==> src/rtl/nway_d_cache_if.sv <==
// CPU-side and memory-side bus bundle for nway_d_cache.
// The slave modport is the cache's view; master is the requester/memory side.
interface nway_d_cache_if;
   logic [15:0]  mem_address;
   logic         mem_read;
   logic         mem_write;
   logic [1:0]   mem_byte_enable;
   logic [15:0]  mem_wdata;
   logic [15:0]  mem_rdata;
   logic         mem_resp;
   logic [15:0]  pmem_address;
   logic         pmem_read;
   logic         pmem_write;
   logic [127:0] pmem_wdata;
   logic [127:0] pmem_rdata;
   logic         pmem_resp;
   logic [15:0]  hit_count;
   logic [15:0]  miss_count;
   logic [15:0]  wb_count;

   modport master (
      output mem_address, mem_read, mem_write, mem_byte_enable, mem_wdata,
             pmem_rdata, pmem_resp,
      input  mem_rdata, mem_resp, pmem_address, pmem_read, pmem_write,
             pmem_wdata, hit_count, miss_count, wb_count
   );

   modport slave (
      input  mem_address, mem_read, mem_write, mem_byte_enable, mem_wdata,
             pmem_rdata, pmem_resp,
      output mem_rdata, mem_resp, pmem_address, pmem_read, pmem_write,
             pmem_wdata, hit_count, miss_count, wb_count
   );
endinterface

==> src/rtl/nway_d_cache.sv <==
// N-way set-associative write-back / write-allocate data cache with tree
// pseudo-LRU replacement, a three-state miss handler and saturating
// hit/miss/writeback counters.
module nway_d_cache #(
   parameter int WAYS = 2,
   parameter int SETS = 8
) (
   input logic          clk,
   input logic          rst_n,
   nway_d_cache_if.slave bus
);
   localparam int IDX = $clog2(SETS);
   localparam int TAG = 12 - IDX;
   localparam int LVL = $clog2(WAYS);
   localparam int WW  = (WAYS > 1) ? LVL : 1;
   localparam int PW  = (WAYS > 1) ? WAYS - 1 : 1;

   typedef enum logic [1:0] {IDLE, WRITEBACK, FILL} state_t;

   state_t          state_q, state_d;
   logic [127:0]    data_q  [WAYS][SETS];
   logic [TAG-1:0]  tag_q   [WAYS][SETS];
   logic [WAYS-1:0] valid_q [SETS];
   logic [WAYS-1:0] dirty_q [SETS];
   logic [PW-1:0]   plru_q  [SETS];
   logic [WW-1:0]   victim_q;
   logic            retry_q;
   logic [15:0]     hit_cnt_q, miss_cnt_q, wb_cnt_q;

   logic [IDX-1:0]  idx;
   logic [TAG-1:0]  tag;
   logic [2:0]      off;
   logic            req, is_wr;
   logic            unused_addr_bit;

   assign idx             = bus.mem_address[IDX+3:4];
   assign tag             = bus.mem_address[15:IDX+4];
   assign off             = bus.mem_address[3:1];
   assign req             = bus.mem_read | bus.mem_write;
   assign is_wr           = bus.mem_write;
   assign unused_addr_bit = bus.mem_address[0];

   function automatic logic [15:0] sat_inc(input logic [15:0] v);
      return (v == 16'hFFFF) ? v : v + 16'd1;
   endfunction

   function automatic logic [15:0] merge_word(input logic [15:0] old_w,
                                              input logic [15:0] new_w,
                                              input logic [1:0]  be);
      return {be[1] ? new_w[15:8] : old_w[15:8], be[0] ? new_w[7:0] : old_w[7:0]};
   endfunction

   // Walk root to leaf, pointing every node on the path away from 'way'.
   function automatic logic [PW-1:0] plru_touch(input logic [PW-1:0] cur,
                                                input logic [WW-1:0] way);
      logic [PW-1:0] nxt;
      int            node;
      int            dir;
      nxt  = cur;
      node = 0;
      for (int l = 0; l < LVL; l++) begin
         dir       = int'(way[LVL-1-l]);
         nxt[node] = (dir == 0);
         node      = 2 * node + 1 + dir;
      end
      return nxt;
   endfunction

   logic            hit;
   logic [WW-1:0]   hit_way;
   logic [WW-1:0]   victim;
   logic [127:0]    hit_line;
   logic            resp, pread, pwrite;
   logic [15:0]     paddr;
   logic [127:0]    pwdata;
   logic            hit_ev, miss_ev, wb_done, fill_done;

   // Parallel tag compare across all ways of the indexed set.
   always_comb begin
      hit     = 1'b0;
      hit_way = '0;
      for (int w = 0; w < WAYS; w++) begin
         if (valid_q[idx][w] && (tag_q[w][idx] == tag)) begin
            hit     = 1'b1;
            hit_way = WW'(w);
         end
      end
      hit_line = data_q[hit_way][idx];
   end

   // Victim: lowest-numbered invalid way, else follow the PLRU tree.
   always_comb begin
      int node;
      node = 0;
      for (int l = 0; l < LVL; l++) begin
         node = 2 * node + 1 + int'(plru_q[idx][node]);
      end
      victim = WW'(node - (WAYS - 1));
      for (int w = WAYS - 1; w >= 0; w--) begin
         if (!valid_q[idx][w]) victim = WW'(w);
      end
   end

   // Miss-handler next state and bus outputs.
   always_comb begin
      state_d = state_q;
      resp    = 1'b0;
      pread   = 1'b0;
      pwrite  = 1'b0;
      paddr   = '0;
      pwdata  = '0;
      unique case (state_q)
         IDLE: begin
            if (req) begin
               if (hit) resp = 1'b1;
               else if (valid_q[idx][victim] && dirty_q[idx][victim]) state_d = WRITEBACK;
               else state_d = FILL;
            end
         end
         WRITEBACK: begin
            pwrite = 1'b1;
            paddr  = {tag_q[victim_q][idx], idx, 4'b0};
            pwdata = data_q[victim_q][idx];
            if (bus.pmem_resp) state_d = FILL;
         end
         FILL: begin
            pread = 1'b1;
            paddr = {tag, idx, 4'b0};
            if (bus.pmem_resp) state_d = IDLE;
         end
         default: state_d = IDLE;
      endcase
   end

   assign hit_ev    = (state_q == IDLE) && req && hit;
   assign miss_ev   = (state_q == IDLE) && req && !hit;
   assign wb_done   = (state_q == WRITEBACK) && bus.pmem_resp;
   assign fill_done = (state_q == FILL) && bus.pmem_resp;

   // Control state: FSM, valid/dirty/PLRU bookkeeping, victim latch, counters.
   always_ff @(posedge clk) begin
      if (!rst_n) begin
         state_q    <= IDLE;
         victim_q   <= '0;
         retry_q    <= 1'b0;
         hit_cnt_q  <= '0;
         miss_cnt_q <= '0;
         wb_cnt_q   <= '0;
         for (int s = 0; s < SETS; s++) begin
            valid_q[s] <= '0;
            dirty_q[s] <= '0;
            plru_q[s]  <= '0;
         end
      end else begin
         state_q <= state_d;
         if (hit_ev) begin
            plru_q[idx] <= plru_touch(plru_q[idx], hit_way);
            if (is_wr) dirty_q[idx][hit_way] <= 1'b1;
            if (!retry_q) hit_cnt_q <= sat_inc(hit_cnt_q);
            retry_q <= 1'b0;
         end
         if (miss_ev) begin
            miss_cnt_q <= sat_inc(miss_cnt_q);
            victim_q   <= victim;
            retry_q    <= 1'b1;
         end
         if (wb_done) wb_cnt_q <= sat_inc(wb_cnt_q);
         if (fill_done) begin
            valid_q[idx][victim_q] <= 1'b1;
            dirty_q[idx][victim_q] <= 1'b0;
         end
      end
   end

   // Tag/data arrays: line fill or byte-merged write hit; frozen during reset.
   always_ff @(posedge clk) begin
      if (rst_n) begin
         if (fill_done) begin
            data_q[victim_q][idx] <= bus.pmem_rdata;
            tag_q[victim_q][idx]  <= tag;
         end else if (hit_ev && is_wr) begin
            data_q[hit_way][idx][{off, 4'b0} +: 16] <=
               merge_word(hit_line[{off, 4'b0} +: 16], bus.mem_wdata, bus.mem_byte_enable);
         end
      end
   end

   assign bus.mem_resp     = resp;
   assign bus.mem_rdata    = resp ? hit_line[{off, 4'b0} +: 16] : 16'h0;
   assign bus.pmem_read    = pread;
   assign bus.pmem_write   = pwrite;
   assign bus.pmem_address = paddr;
   assign bus.pmem_wdata   = pwdata;
   assign bus.hit_count    = hit_cnt_q;
   assign bus.miss_count   = miss_cnt_q;
   assign bus.wb_count     = wb_cnt_q;
endmodule
==> src/flat_wrapper.sv <==
// flat-port wrapper written by rule: the top's interface ports become plain ports
module nway_d_cache_flat 
#(
   parameter int WAYS = 2,
   parameter int SETS = 8
)
  (clk, rst_n, bus_mem_address, bus_mem_read, bus_mem_write, bus_mem_byte_enable, bus_mem_wdata, bus_pmem_rdata, bus_pmem_resp, bus_mem_rdata, bus_mem_resp, bus_pmem_address, bus_pmem_read, bus_pmem_write, bus_pmem_wdata, bus_hit_count, bus_miss_count, bus_wb_count);
  nway_d_cache_if bus_i ();
  input logic clk;
  input logic rst_n;
  input wire logic [$bits(bus_i.mem_address)-1:0] bus_mem_address;
  input wire logic [$bits(bus_i.mem_read)-1:0] bus_mem_read;
  input wire logic [$bits(bus_i.mem_write)-1:0] bus_mem_write;
  input wire logic [$bits(bus_i.mem_byte_enable)-1:0] bus_mem_byte_enable;
  input wire logic [$bits(bus_i.mem_wdata)-1:0] bus_mem_wdata;
  input wire logic [$bits(bus_i.pmem_rdata)-1:0] bus_pmem_rdata;
  input wire logic [$bits(bus_i.pmem_resp)-1:0] bus_pmem_resp;
  output wire logic [$bits(bus_i.mem_rdata)-1:0] bus_mem_rdata;
  output wire logic [$bits(bus_i.mem_resp)-1:0] bus_mem_resp;
  output wire logic [$bits(bus_i.pmem_address)-1:0] bus_pmem_address;
  output wire logic [$bits(bus_i.pmem_read)-1:0] bus_pmem_read;
  output wire logic [$bits(bus_i.pmem_write)-1:0] bus_pmem_write;
  output wire logic [$bits(bus_i.pmem_wdata)-1:0] bus_pmem_wdata;
  output wire logic [$bits(bus_i.hit_count)-1:0] bus_hit_count;
  output wire logic [$bits(bus_i.miss_count)-1:0] bus_miss_count;
  output wire logic [$bits(bus_i.wb_count)-1:0] bus_wb_count;
  assign bus_i.mem_address = bus_mem_address;
  assign bus_i.mem_read = bus_mem_read;
  assign bus_i.mem_write = bus_mem_write;
  assign bus_i.mem_byte_enable = bus_mem_byte_enable;
  assign bus_i.mem_wdata = bus_mem_wdata;
  assign bus_i.pmem_rdata = bus_pmem_rdata;
  assign bus_i.pmem_resp = bus_pmem_resp;
  assign bus_mem_rdata = bus_i.mem_rdata;
  assign bus_mem_resp = bus_i.mem_resp;
  assign bus_pmem_address = bus_i.pmem_address;
  assign bus_pmem_read = bus_i.pmem_read;
  assign bus_pmem_write = bus_i.pmem_write;
  assign bus_pmem_wdata = bus_i.pmem_wdata;
  assign bus_hit_count = bus_i.hit_count;
  assign bus_miss_count = bus_i.miss_count;
  assign bus_wb_count = bus_i.wb_count;
  nway_d_cache #(.WAYS(WAYS), .SETS(SETS)) u_core (.clk(clk), .rst_n(rst_n), .bus(bus_i));
endmodule
==> config.mk <==
export PLATFORM = sky130hd
export DESIGN_NAME = nway_d_cache_flat
export DESIGN_NICKNAME = d
export VERILOG_FILES = /design/src/rtl/nway_d_cache_if.sv /design/src/rtl/nway_d_cache.sv /design/src/flat_wrapper.sv
export SDC_FILE = /design/constraint.sdc
export NUM_CORES = 2
export LEC_CHECK = 0
export CAP_MARGIN = 0
export CORE_MARGIN = 2
export CORE_UTILIZATION = 25
export CTS_CLUSTER_SIZE = 30
export DETAILED_ROUTE_END_ITERATION = 7
export HOLD_SLACK_MARGIN = 0.06
export PLACE_DENSITY = 0.44
export SLEW_MARGIN = 0
export SYNTH_ARGS = -nofsm -noshare
export SYNTH_HDL_FRONTEND = slang
export SYNTH_SLANG_ARGS = --single-unit
==> constraint.sdc <==
create_clock -name clk -period 7.3 [get_ports clk]
set_input_delay 0.73 -clock clk [delete_from_list [all_inputs] [get_ports clk]]
set_output_delay 0.73 -clock clk [all_outputs]
set_load 0.01 [all_outputs]
==> key figures <==
Hold path
  – Hold Path Class: reg2reg
  – Hold Path Sink: u_core.valid_q[5][1]
  – Worst Hold Launch: u_core.valid_q[5][1]
  – Hold path depth: 1

Finish
  – Register area: 67,800 sq um
  – Layout cells sized above 1: 0.271
  – Final Non-Filler Cells: 14.1k
  – Layout area overhead: 25.4%
  – Nets: 8,307
  – Final Util: 0.314
  – Area of the multi-input gates: 39,600 sq um
  – Fillers: 42.9k

Floorplan
  – Core area: 437,000 sq um
  – DIE AREA: 443,000 sq um
  – Initial Util: 0.250
  – Die Span Y: 666 microns
  – Io pins: 378
  – Cell Rows: 243
  – Die width: 666 microns

Yosys
  – Synth area leaders: edfxtp_1 (61%), mux4_2 (14%), mux2i_1 (3.4%), nand2_1 (2.3%), clkbuf_1 (1.4%)
  – Post-synthesis compound-gate area fraction: 0.0941
  – Mux cell area share after synthesis: 0.181
  – Synth Instances: 7,230
  – FFs w/ async S/R, synth: 0
  – FF+latch count, synth: 2,285
  – Dominant cell type by area after synthesis: edfxtp_1
  – Count leader, synth: edfxtp_1
  – Prevailing post-synth register cell: edfxtp_1
  – Synth unique cells: 106
  – Number of synthesized flops with an enable pin: 2,208
  – Sequential area share after synthesis: 0.620
  – Leading cell types by count after synthesis: edfxtp_1 (2,208), mux4_2 (673), nand2_1 (671)
  – Largest family of logic cells by synthesized area: multiplexers
  – Post-synthesis adder-cell area fraction: 0.000914
  – Yosys warns: 0
  – Simple logic cell fraction of the synthesized area: 0.0731
  – Post-Synth XOR/XNOR Area: 0.00376
  – Cell Area, Synth: 109,000 sq um
  – Mean post-synth cell area: 15.1 sq um
  – Synth top area share: 0.606

CTS
  – CTS tree: yes
  – Total CTS buffers: 271
  – Hold-fix buffers, CTS: 0
  – Clock Tree Root: clkbuf_16
  – Max clock buf depth: 4
  – Register clock-pin slew on the reported worst setup and hold paths: 0.06 ns
  – Max H-tree Level: 5
  – Clk_lat worst skew: 0.93 ns
  – CTS Sinks: 2,285

Place
  – Placed insts: 13.6k
  – Global placement routability congestion: 0.880
  – Hpwl dp: 350 mm
  – IO Port Bufs: 372

Worst setup path
  – CP max FO: 30
  – Kind of critical path: reg2out
  – Worst R2R Path Depth: 17
  – Reg-to-Reg Start: u_core.tag_q[1][70]
  – Startpoint types: flop
  – Worst EP arrival: 6.47 ns
  – Critical path capture point type: output pin
  – Crit path required time: 6.57 ns
  – Reg2reg end: u_core.data_q[0][529]
  – R2R Setup Slk: 1.07 ns

Timing
  – Max Slew Vio Count: 0
  – RSZ-0062 raised after global routing: false
  – Final period utilization: 0.987
  – Fin crit period: 7.20 ns
  – Fmax: 139 MHz
  – Worst slew pin tran: 1.36 ns
  – Setup-failing EPs final: 0
  – Final hold violations: 0
  – Setup_tns: 0 ns
  – Worst clock skew: 0.0481 ns
  – Slew HR: 0.0828

Global routing
  – Vias in the first global route: 78.2k
  – Largest net degree at the start of global routing: 116
  – First-pass GRT wire length: 700 mm
  – Overflow after GRT: 0
  – GRT Total Usage: 0.230
  – Initial antenna violation count: 68

Drt
  – M1 WL: 210 mm
  – DRC Markers: 0
  – Met2 wire len: 238 mm
  – Met3 WL post-DR: 41.8 mm
  – Drt first pass iters: 6
  – Drt wl/cell: 37.2 microns
  – DRT Wirelength: 525 mm
  – DR vias: 79.0k
  – Vias/cell: 5.60
  – Starting DRT DRC Count: 9,506
  – Detail Route Antenna Nets: 0
  – Top sig layer: met5

Power
  – Total power: 30,900 uW
  – Sw Share: 0.248
  – Combinational fraction of design power: 0.097
  – Net Switching: 7670 uW
  – Pwr Density: 225 nW/um^2
  – Max VDD drop: 0.000178 V
  – Register share of total power: 0.467
  – Leak: 0.0438 uW
  – Clock share of power: 0.436
  – Internal power: 23,300 uW

Run
  – Max_cap viols: 0

Status
  – Status: finished clean
## through the flow
step	area [sq um]	hold slack, ns	setup WS, ns
finish	137000	0.454	0.0956
floorplan	110000	0.421	1.39
detailed placement	129000	0.437	0.163
global route	137000	0.475	0.0176
global placement	129000	0.428	0.170
CTS	137000	0.453	0.0322
## metal layers
layer	track usage	vias up
met3	0.0409	930
li1	-	31400
met1	0.297	42200
met4	0.138	18
met5	0	-
met2	0.359	4462
## worst max path at each step
stage	start	cells after the start	to	slack, ns
finish	u_core.tag_q[1][10]	19	bus_mem_rdata[8]	0.1
CTS	u_core.tag_q[1][1]	18	bus_mem_rdata[12]	0.03
global route	u_core.tag_q[1][10]	19	bus_mem_rdata[8]	0.02
detailed placement	bus_mem_address[4]	21	u_core.data_q[1][568]	0.16
floorplan	bus_mem_address[1]	19	u_core.data_q[0][832]	1.39
global placement	bus_mem_address[4]	19	bus_mem_rdata[12]	0.17
## layout make-up
class / instances / share of cell area
inverter: 33 / 0.000984
tap: 5757 / 0.0524
clock inverter: 135 / 0.00974
sequential: 2285 / 0.494
antenna: 36 / 0.000656
timing repair buffer: 1244 / 0.101
clock buffer: 340 / 0.0525
multi-input combinational: 4297 / 0.289
## critical path, stage by stage (launching register included)
cell	delay, ns
edfxtp_1	0.40
mux2_1	0.30
a221o_1	0.30
a222oi_1	0.36
xor2_1	0.20
buf_4	0.24
nand4_4	0.16
nor2_4	0.26
buf_12	0.20
buf_12	0.30
mux4_2	0.55
mux2i_1	0.19
buf_4	0.22
o22ai_1	0.10
o22a_1	0.35
buf_4	0.21
a31oi_1	0.35
nor2_1	0.10
buf_4	0.19
clkdlybuf4s50_1	0.50
## cells by family after synthesis
group / Yosys count
adder cells (fa/ha/maj): 8
AND/OR/NAND/NOR: 1719
XOR/XNOR: 47
multiplexers: 1124
other: 1
AO/OA/AOI/OAI: 1395
flip-flops: 2285
buffers and inverters: 651
## what timing repair did
item,in CTS,in global routing
buffers inserted,0,0
endpoints found under the setup margin,0,3
gates resized for setup,0,4
## power by group through the flow
stage	clock network, uW	logic [uW]	registers [uW]
after floorplan	0	1260	14700
after global placement	0	2950	14700
after detailed placement	0	2970	14700
after CTS	13700	2980	14500
after global routing	14200	3060	14500
final	13500	3000	14500
## state kept, by name, summed over array words and instances (netlist names), named ones only
name / cells
u_core.bus.miss_count: 16
u_core.bus.wb_count: 16
u_core.victim_q: 1
u_core.valid_q: 16
u_core.state_q: 2
u_core.retry_q: 1
u_core.plru_q: 8
u_core.bus.hit_count: 16
u_core.dirty_q: 16
u_core.data_q: 2048
u_core.tag_q: 144
## cells in the final DEF, fill, tap and decap left out, types with 27 or more instances in the layout
cell type           n
a22oi_1            54
clkinv_2           33
edfxtp_1         2208
nand3_1           150
and3_1            176
mux4_2            673
clkinv_1           55
o31a_1             36
a32oi_1            31
buf_12            289
a21boi_0           29
clkdlybuf4s50_1   365
clkbuf_1           60
dfxtp_1            76
a22o_1            129
and2_1             95
inv_1              27
a221oi_1           32
xnor2_1            30
a211oi_1          178
o22ai_1           190
nor2_2            123
nand2_1           661
a31oi_1            86
o21ai_0           132
nor3_1             73
nor3_2             32
buf_4             584
nor2_1            212
diode_2            36
a21oi_1           160
clkbuf_16         278
mux2i_1           367
mux2_2             73
Power figures use the tool's default switching activity.
